File: config.mk
export PLATFORM = sky130hd
export DESIGN_NAME = seq_multiplier
export DESIGN_NICKNAME = d
export VERILOG_FILES = /design/src/rtl/seq_multiplier.sv
export SDC_FILE = /design/constraint.sdc
export NUM_CORES = 1
export LEC_CHECK = 0
export BUFFER_PORTS_ARGS = -buffer_cell sky130_fd_sc_hd__buf_2
export CAP_MARGIN = 20
export CELL_PAD_IN_SITES_DETAIL_PLACEMENT = 2
export CELL_PAD_IN_SITES_GLOBAL_PLACEMENT = 2
export CORE_AREA = 2 2 74 76
export DETAILED_ROUTE_END_ITERATION = 8
export DIE_AREA = 0 0 76 78
export GPL_ROUTABILITY_DRIVEN = 0
export PLACE_DENSITY = 0.84
export SYNTH_ARGS = -nofsm -noshare
export SYNTH_HDL_FRONTEND = slang
export SYNTH_SLANG_ARGS = --single-unit
File: constraint.sdc
create_clock -name clk -period 2.55 [get_ports clk]
set_input_delay 0.1275 -clock clk [delete_from_list [all_inputs] [get_ports clk]]
set_output_delay 0.1275 -clock clk [all_outputs]
set_load 0.01 [all_outputs]
File: src/rtl/seq_multiplier.sv
// Sequential shift-and-add unsigned multiplier, one multiplier bit per clock.
// Define SEQ_MUL_BCD_EN to add a double-dabble stage and the packed-BCD output bcd.
module seq_multiplier #(
    parameter int WIDTH  = 4,
    parameter int DIGITS = 3
) (
    input  logic                 clk,
    input  logic                 rst,
    input  logic                 start,
    input  logic [WIDTH-1:0]     a,
    input  logic [WIDTH-1:0]     b,
    output logic                 busy,
    output logic                 done,
    output logic [2*WIDTH-1:0]   product
`ifdef SEQ_MUL_BCD_EN
    ,
    output logic [4*DIGITS-1:0]  bcd
`endif
);

    localparam int PW = 2 * WIDTH;
    localparam int CW = $clog2(PW + 1);
    localparam logic [CW-1:0] LAST_RUN = CW'(WIDTH - 1);
    localparam longint MAX_PROD = (longint'((1 << WIDTH) - 1)) * (longint'((1 << WIDTH) - 1));

    // Reject configurations whose product would overflow the operand or BCD range.
    if (WIDTH < 2 || WIDTH > 16 || longint'(10) ** DIGITS <= MAX_PROD) begin : g_param_check
        $error("seq_multiplier: illegal WIDTH/DIGITS combination");
    end

`ifdef SEQ_MUL_BCD_EN
    typedef enum logic [1:0] {IDLE, RUN, CONV, DONE} state_t;
    localparam logic [CW-1:0] LAST_CONV = CW'(PW - 1);
`else
    typedef enum logic [1:0] {IDLE, RUN, DONE} state_t;
`endif

    state_t          state, next_state;
    logic [CW-1:0]   step;
    logic [PW-1:0]   mcand;
    logic [WIDTH-1:0] mplier;
    logic [PW-1:0]   acc;
    logic [PW-1:0]   acc_next;
    logic            last_run;

    assign acc_next = mplier[0] ? acc + mcand : acc;
    assign last_run = (step == LAST_RUN);

`ifdef SEQ_MUL_BCD_EN
    logic [PW-1:0]         bin_sh;
    logic [4*DIGITS-1:0]   bcd_work;
    logic [4*DIGITS-1:0]   bcd_adj;
    logic [4*DIGITS-1:0]   bcd_shift;

    // Any digit of 5 or more is bumped by 3 so the following shift carries correctly.
    always_comb begin
        bcd_adj = bcd_work;
        for (int i = 0; i < DIGITS; i++) begin
            if (bcd_work[4*i +: 4] >= 4'd5) begin
                bcd_adj[4*i +: 4] = bcd_work[4*i +: 4] + 4'd3;
            end
        end
    end

    assign bcd_shift = {bcd_adj[4*DIGITS-2:0], bin_sh[PW-1]};
`endif

    always_ff @(posedge clk) begin
        if (rst) begin
            state <= IDLE;
        end else begin
            state <= next_state;
        end
    end

    always_comb begin
        next_state = state;
        busy       = 1'b0;
        done       = 1'b0;
        case (state)
            IDLE: begin
                if (start) next_state = RUN;
            end
            RUN: begin
                busy = 1'b1;
`ifdef SEQ_MUL_BCD_EN
                if (last_run) next_state = CONV;
`else
                if (last_run) next_state = DONE;
`endif
            end
`ifdef SEQ_MUL_BCD_EN
            CONV: begin
                busy = 1'b1;
                if (step == LAST_CONV) next_state = DONE;
            end
`endif
            DONE: begin
                done       = 1'b1;
                next_state = start ? RUN : IDLE;
            end
            default: next_state = IDLE;
        endcase
    end

    // The visible product/bcd registers load only on entry to DONE, never mid-operation.
    always_ff @(posedge clk) begin
        if (rst) begin
            step     <= '0;
            mcand    <= '0;
            mplier   <= '0;
            acc      <= '0;
            product  <= '0;
`ifdef SEQ_MUL_BCD_EN
            bin_sh   <= '0;
            bcd_work <= '0;
            bcd      <= '0;
`endif
        end else begin
            case (state)
                IDLE, DONE: begin
                    if (start) begin
                        mcand  <= PW'(a);
                        mplier <= b;
                        acc    <= '0;
                        step   <= '0;
                    end
                end
                RUN: begin
                    acc    <= acc_next;
                    mcand  <= mcand << 1;
                    mplier <= mplier >> 1;
                    step   <= step + CW'(1);
                    if (last_run) begin
`ifdef SEQ_MUL_BCD_EN
                        bin_sh   <= acc_next;
                        bcd_work <= '0;
                        step     <= '0;
`else
                        product  <= acc_next;
`endif
                    end
                end
`ifdef SEQ_MUL_BCD_EN
                CONV: begin
                    bin_sh   <= bin_sh << 1;
                    bcd_work <= bcd_shift;
                    step     <= step + CW'(1);
                    if (step == LAST_CONV) begin
                        product <= acc;
                        bcd     <= bcd_shift;
                    end
                end
`endif
                default: ;
            endcase
        end
    end

endmodule

==> impl_metrics.env <==
export IMPL_cts_sinks=34
export IMPL_drcViolationCount=0
export IMPL_synth_warnings=0
export IMPL_post_cts_buffers=0
export IMPL_syn_avg_cell_area_um2=8.73
export IMPL_grt_pass1_vias=1640
export IMPL_cts_max_level=2
export IMPL_numCtsBuffers=5
export IMPL_timing_reg2reg_setup_slack_ns=0.52
export IMPL_grt_start_max_net_pins=37
export IMPL_setup_viol=0
export IMPL_cp_top_family="adder cells"
export IMPL_internal_power_uw=996
export IMPL_min_from="b[3]"
export IMPL_dieArea_mm2=0.00593
export IMPL_synth_yosys_seq_area_share_pct=40.6
export IMPL_worst_pin_slew_ns=0.806
export IMPL_overflow=0
export IMPL_fin_crit_ns=2.03
export IMPL_synth_cell_types=38
export IMPL_hold_slack_ns=0.0927
export IMPL_synthTopCellsByArea="dfxtp_1 (41%), a21oi_1 (6.9%), a22oi_1 (6.3%), ha_1 (6.0%), nor2_1 (5.1%)"
export IMPL_drt_initial_drc_count=60
export IMPL_wl_per_cell_um=17.2
export IMPL_fin_util_pct=39.0
export IMPL_r2r_start="mcand[0]"
export IMPL_start_util_pct=33.3
export IMPL_grt_pass1_wl_um=8120
export IMPL_area_delta_synth_final_pct=17.2
export IMPL_pwr_share_comb_pct=8.1
export IMPL_rsz0062_at_grt="no"
export IMPL_preCtsSetupSlack_ns=0.566
export IMPL_syn_instance_count=192
export IMPL_path_clk_slew_ns=0.07
export IMPL_viasPerCell=5.39
export IMPL_clkLatencyLatePin_ns=0.29
export IMPL_cts_buffer_depth=2
export IMPL_worstPathArrival_ns=2.24
export IMPL_cp_slowest_stage_delay_ns=0.46
export IMPL_dp_hpwl_um=3210
export IMPL_synth_main_ff_cell="dfxtp_1"
export IMPL_ys_ff_latch=34
export IMPL_cp_slowest_cell="fa_1"
export IMPL_die_x_um=76
export IMPL_nets=228
export IMPL_drive_above_1_share_pct=17.2
export IMPL_io_buffers=20
export IMPL_coreArea_mm2=0.00504
export IMPL_yosys_area_top_type="dfxtp_1"
export IMPL_p_seq_share_pct=43.3
export IMPL_tns_ns=0
export IMPL_clockPowerShare_pct=48.6
export IMPL_status="finished, final reports clean"
export IMPL_cp_required_ns=2.76
export IMPL_maxSlewViolCount=0
export IMPL_final_cell_area_mm2=0.00196
export IMPL_synthArstFlopShare_pct=0
export IMPL_synth_fp_nets=212
export IMPL_antenna_found_initial=0
export IMPL_slew_headroom_pct=46.2
export IMPL_fmax_mhz=492
export IMPL_cts_tree="yes"
export IMPL_n_antenna_cell=0
export IMPL_placed_cell_area_mm2=0.00182
export IMPL_fin_ws_ns=0.517
export IMPL_hold_buffers=0
export IMPL_crit_start="mcand[0]"
export IMPL_ios=21
export IMPL_maxCapViolCount=0
export IMPL_synth_edf_count=0
export IMPL_p_leak_uw=0.000758
export IMPL_sw_frac_of_total_pct=22.6
export IMPL_end_kind="flip-flop"
export IMPL_hold_viol_final=0
export IMPL_hp_class="in -> reg"
export IMPL_worst_setup_path_start_kind="flip-flop"
export IMPL_synth_top_area_share_pct=40.6
export IMPL_postRouteAntennaNets=0
export IMPL_drtPass1Iterations=6
export IMPL_powerDensity_mw_per_mm2=655
export IMPL_vias=1503
export IMPL_rows=26
export IMPL_cts_repair_resize_count=0
export IMPL_period_share_pct=79.7
export IMPL_cp_buffers_inverters=0
export IMPL_die_y_um=78
export IMPL_drt_total_wl_um=4790
export IMPL_root_buffer="clkbuf_8"
export IMPL_vdd_ir_drop_worst_mv=0.315
export IMPL_cp_max_fo=3
export IMPL_grt_usage_pct=17.3
export IMPL_crit_type="reg -> reg"
export IMPL_path_cells="ha_1, fa_1, a21o_2, a21oi_1, xnor2_1, mux2i_1, a211oi_1"
export IMPL_fin_skew_ns=0.00582
export IMPL_syn_cell_area_mm2=0.00168
export IMPL_power_switching_uw=290
-- state kept, by name (all words and copies together), names as in the netlist --
register and flops:
acc 8, mcand 8, product 8, mplier 4, step 4, state 2
-- worst paths after layout --
path,to,depth (start not counted)
max reg2reg,product[4],7
max,product[4],7
min,mplier[3],3
min reg2reg,mplier[1],2
-- cell families after synthesis --
group                      after synthesis  share of synthesized area [%]
xor gates and xnor gates                 6                           3.13
AOI/OAI and AO/OA                       54                           22.0
muxes                                    8                           4.78
and+or+nand+nor                         67                           18.7
adders and majority gates                9                           7.16
DFF                                     34                           40.6
buffers and inverters                   14                           3.66
-- area by class of cell --
type,instances,area (µm²)
clock buffer,6,82.6
inverter,1,3.75
fill,568,3080
clock inverter,2,60.1
tap,70,87.6
timing repair buffer,22,115
sequential,34,681
multi-input combinational,144,935
-- routing by layer --
metal | vias to the layer above | share of wire (%) | global-route usage [%]
met4 | 0 | 1.7 | 6.36
li1 | 723 | - | -
met3 | 9 | 2.5 | 3.14
met1 | 750 | 42 | 19.4
met5 | - | 0 | 0
met2 | 21 | 53 | 32.6
-- cells in the mapped netlist (all sizes together), types with 2 or more instances --
library cell,number
a22oi,14
o31ai,3
nand4b,2
ha,8
xor2,4
xnor2,2
a211oi,7
nand3,9
nor2b,2
or2,2
o21ai,2
buf,8
clkbuf,5
nand2,18
nor2,24
a21oi,23
dfxtp,34
nand3b,2
nor3,2
mux2i,8
-- worst register-to-register path, cell delays in order (launching register included) --
cell and delay, ns:
dfxtp_1 0.33, ha_1 0.24, fa_1 0.46, a21o_2 0.23, a21oi_1 0.18, xnor2_1 0.17
mux2i_1 0.13, a211oi_1 0.23
-- power by group through the flow --
stage          clock network (µW)  logic (µW)  registers, µW
2_1_floorplan                   0        74.8            564
3_3_place_gp                    0        98.4            569
3_5_place_dp                    0         103            569
4_1_cts                       642         105            557
5_1_grt                       661         116            559
6_report                      625         104            557
-- per-stage QoR --
stage | cells | total power, µW
3_3_place_gp | 271 | 667
3_5_place_dp | 271 | 672
5_1_grt | 279 | 1340
6_report | 279 | 1290
2_1_floorplan | 192 | 639
4_1_cts | 279 | 1300
-- placed cells by master, fill, tap and decap left out, types with 2 or more instances in the layout --
cell type / Yosys / final
dfxtp_1: 34 / 34
nor2_1: 23 / 23
a21oi_1: 23 / 23
buf_2: 7 / 20
nand2_1: 18 / 18
a22oi_1: 14 / 14
nand3_1: 9 / 9
mux2i_1: 8 / 8
ha_1: 8 / 8
clkbuf_8: 0 / 6
a211oi_1: 5 / 5
xor2_1: 4 / 4
nor2b_1: 2 / 2
a211oi_2: 2 / 2
o21ai_0: 2 / 2
nand4b_1: 2 / 2
o31ai_1: 2 / 2
nand3b_1: 2 / 2
nor3_1: 2 / 2
xnor2_1: 2 / 2
bufinv_16: 0 / 2
buf_4: 0 / 2
Note: power is estimated with default switching activity, not from simulation.
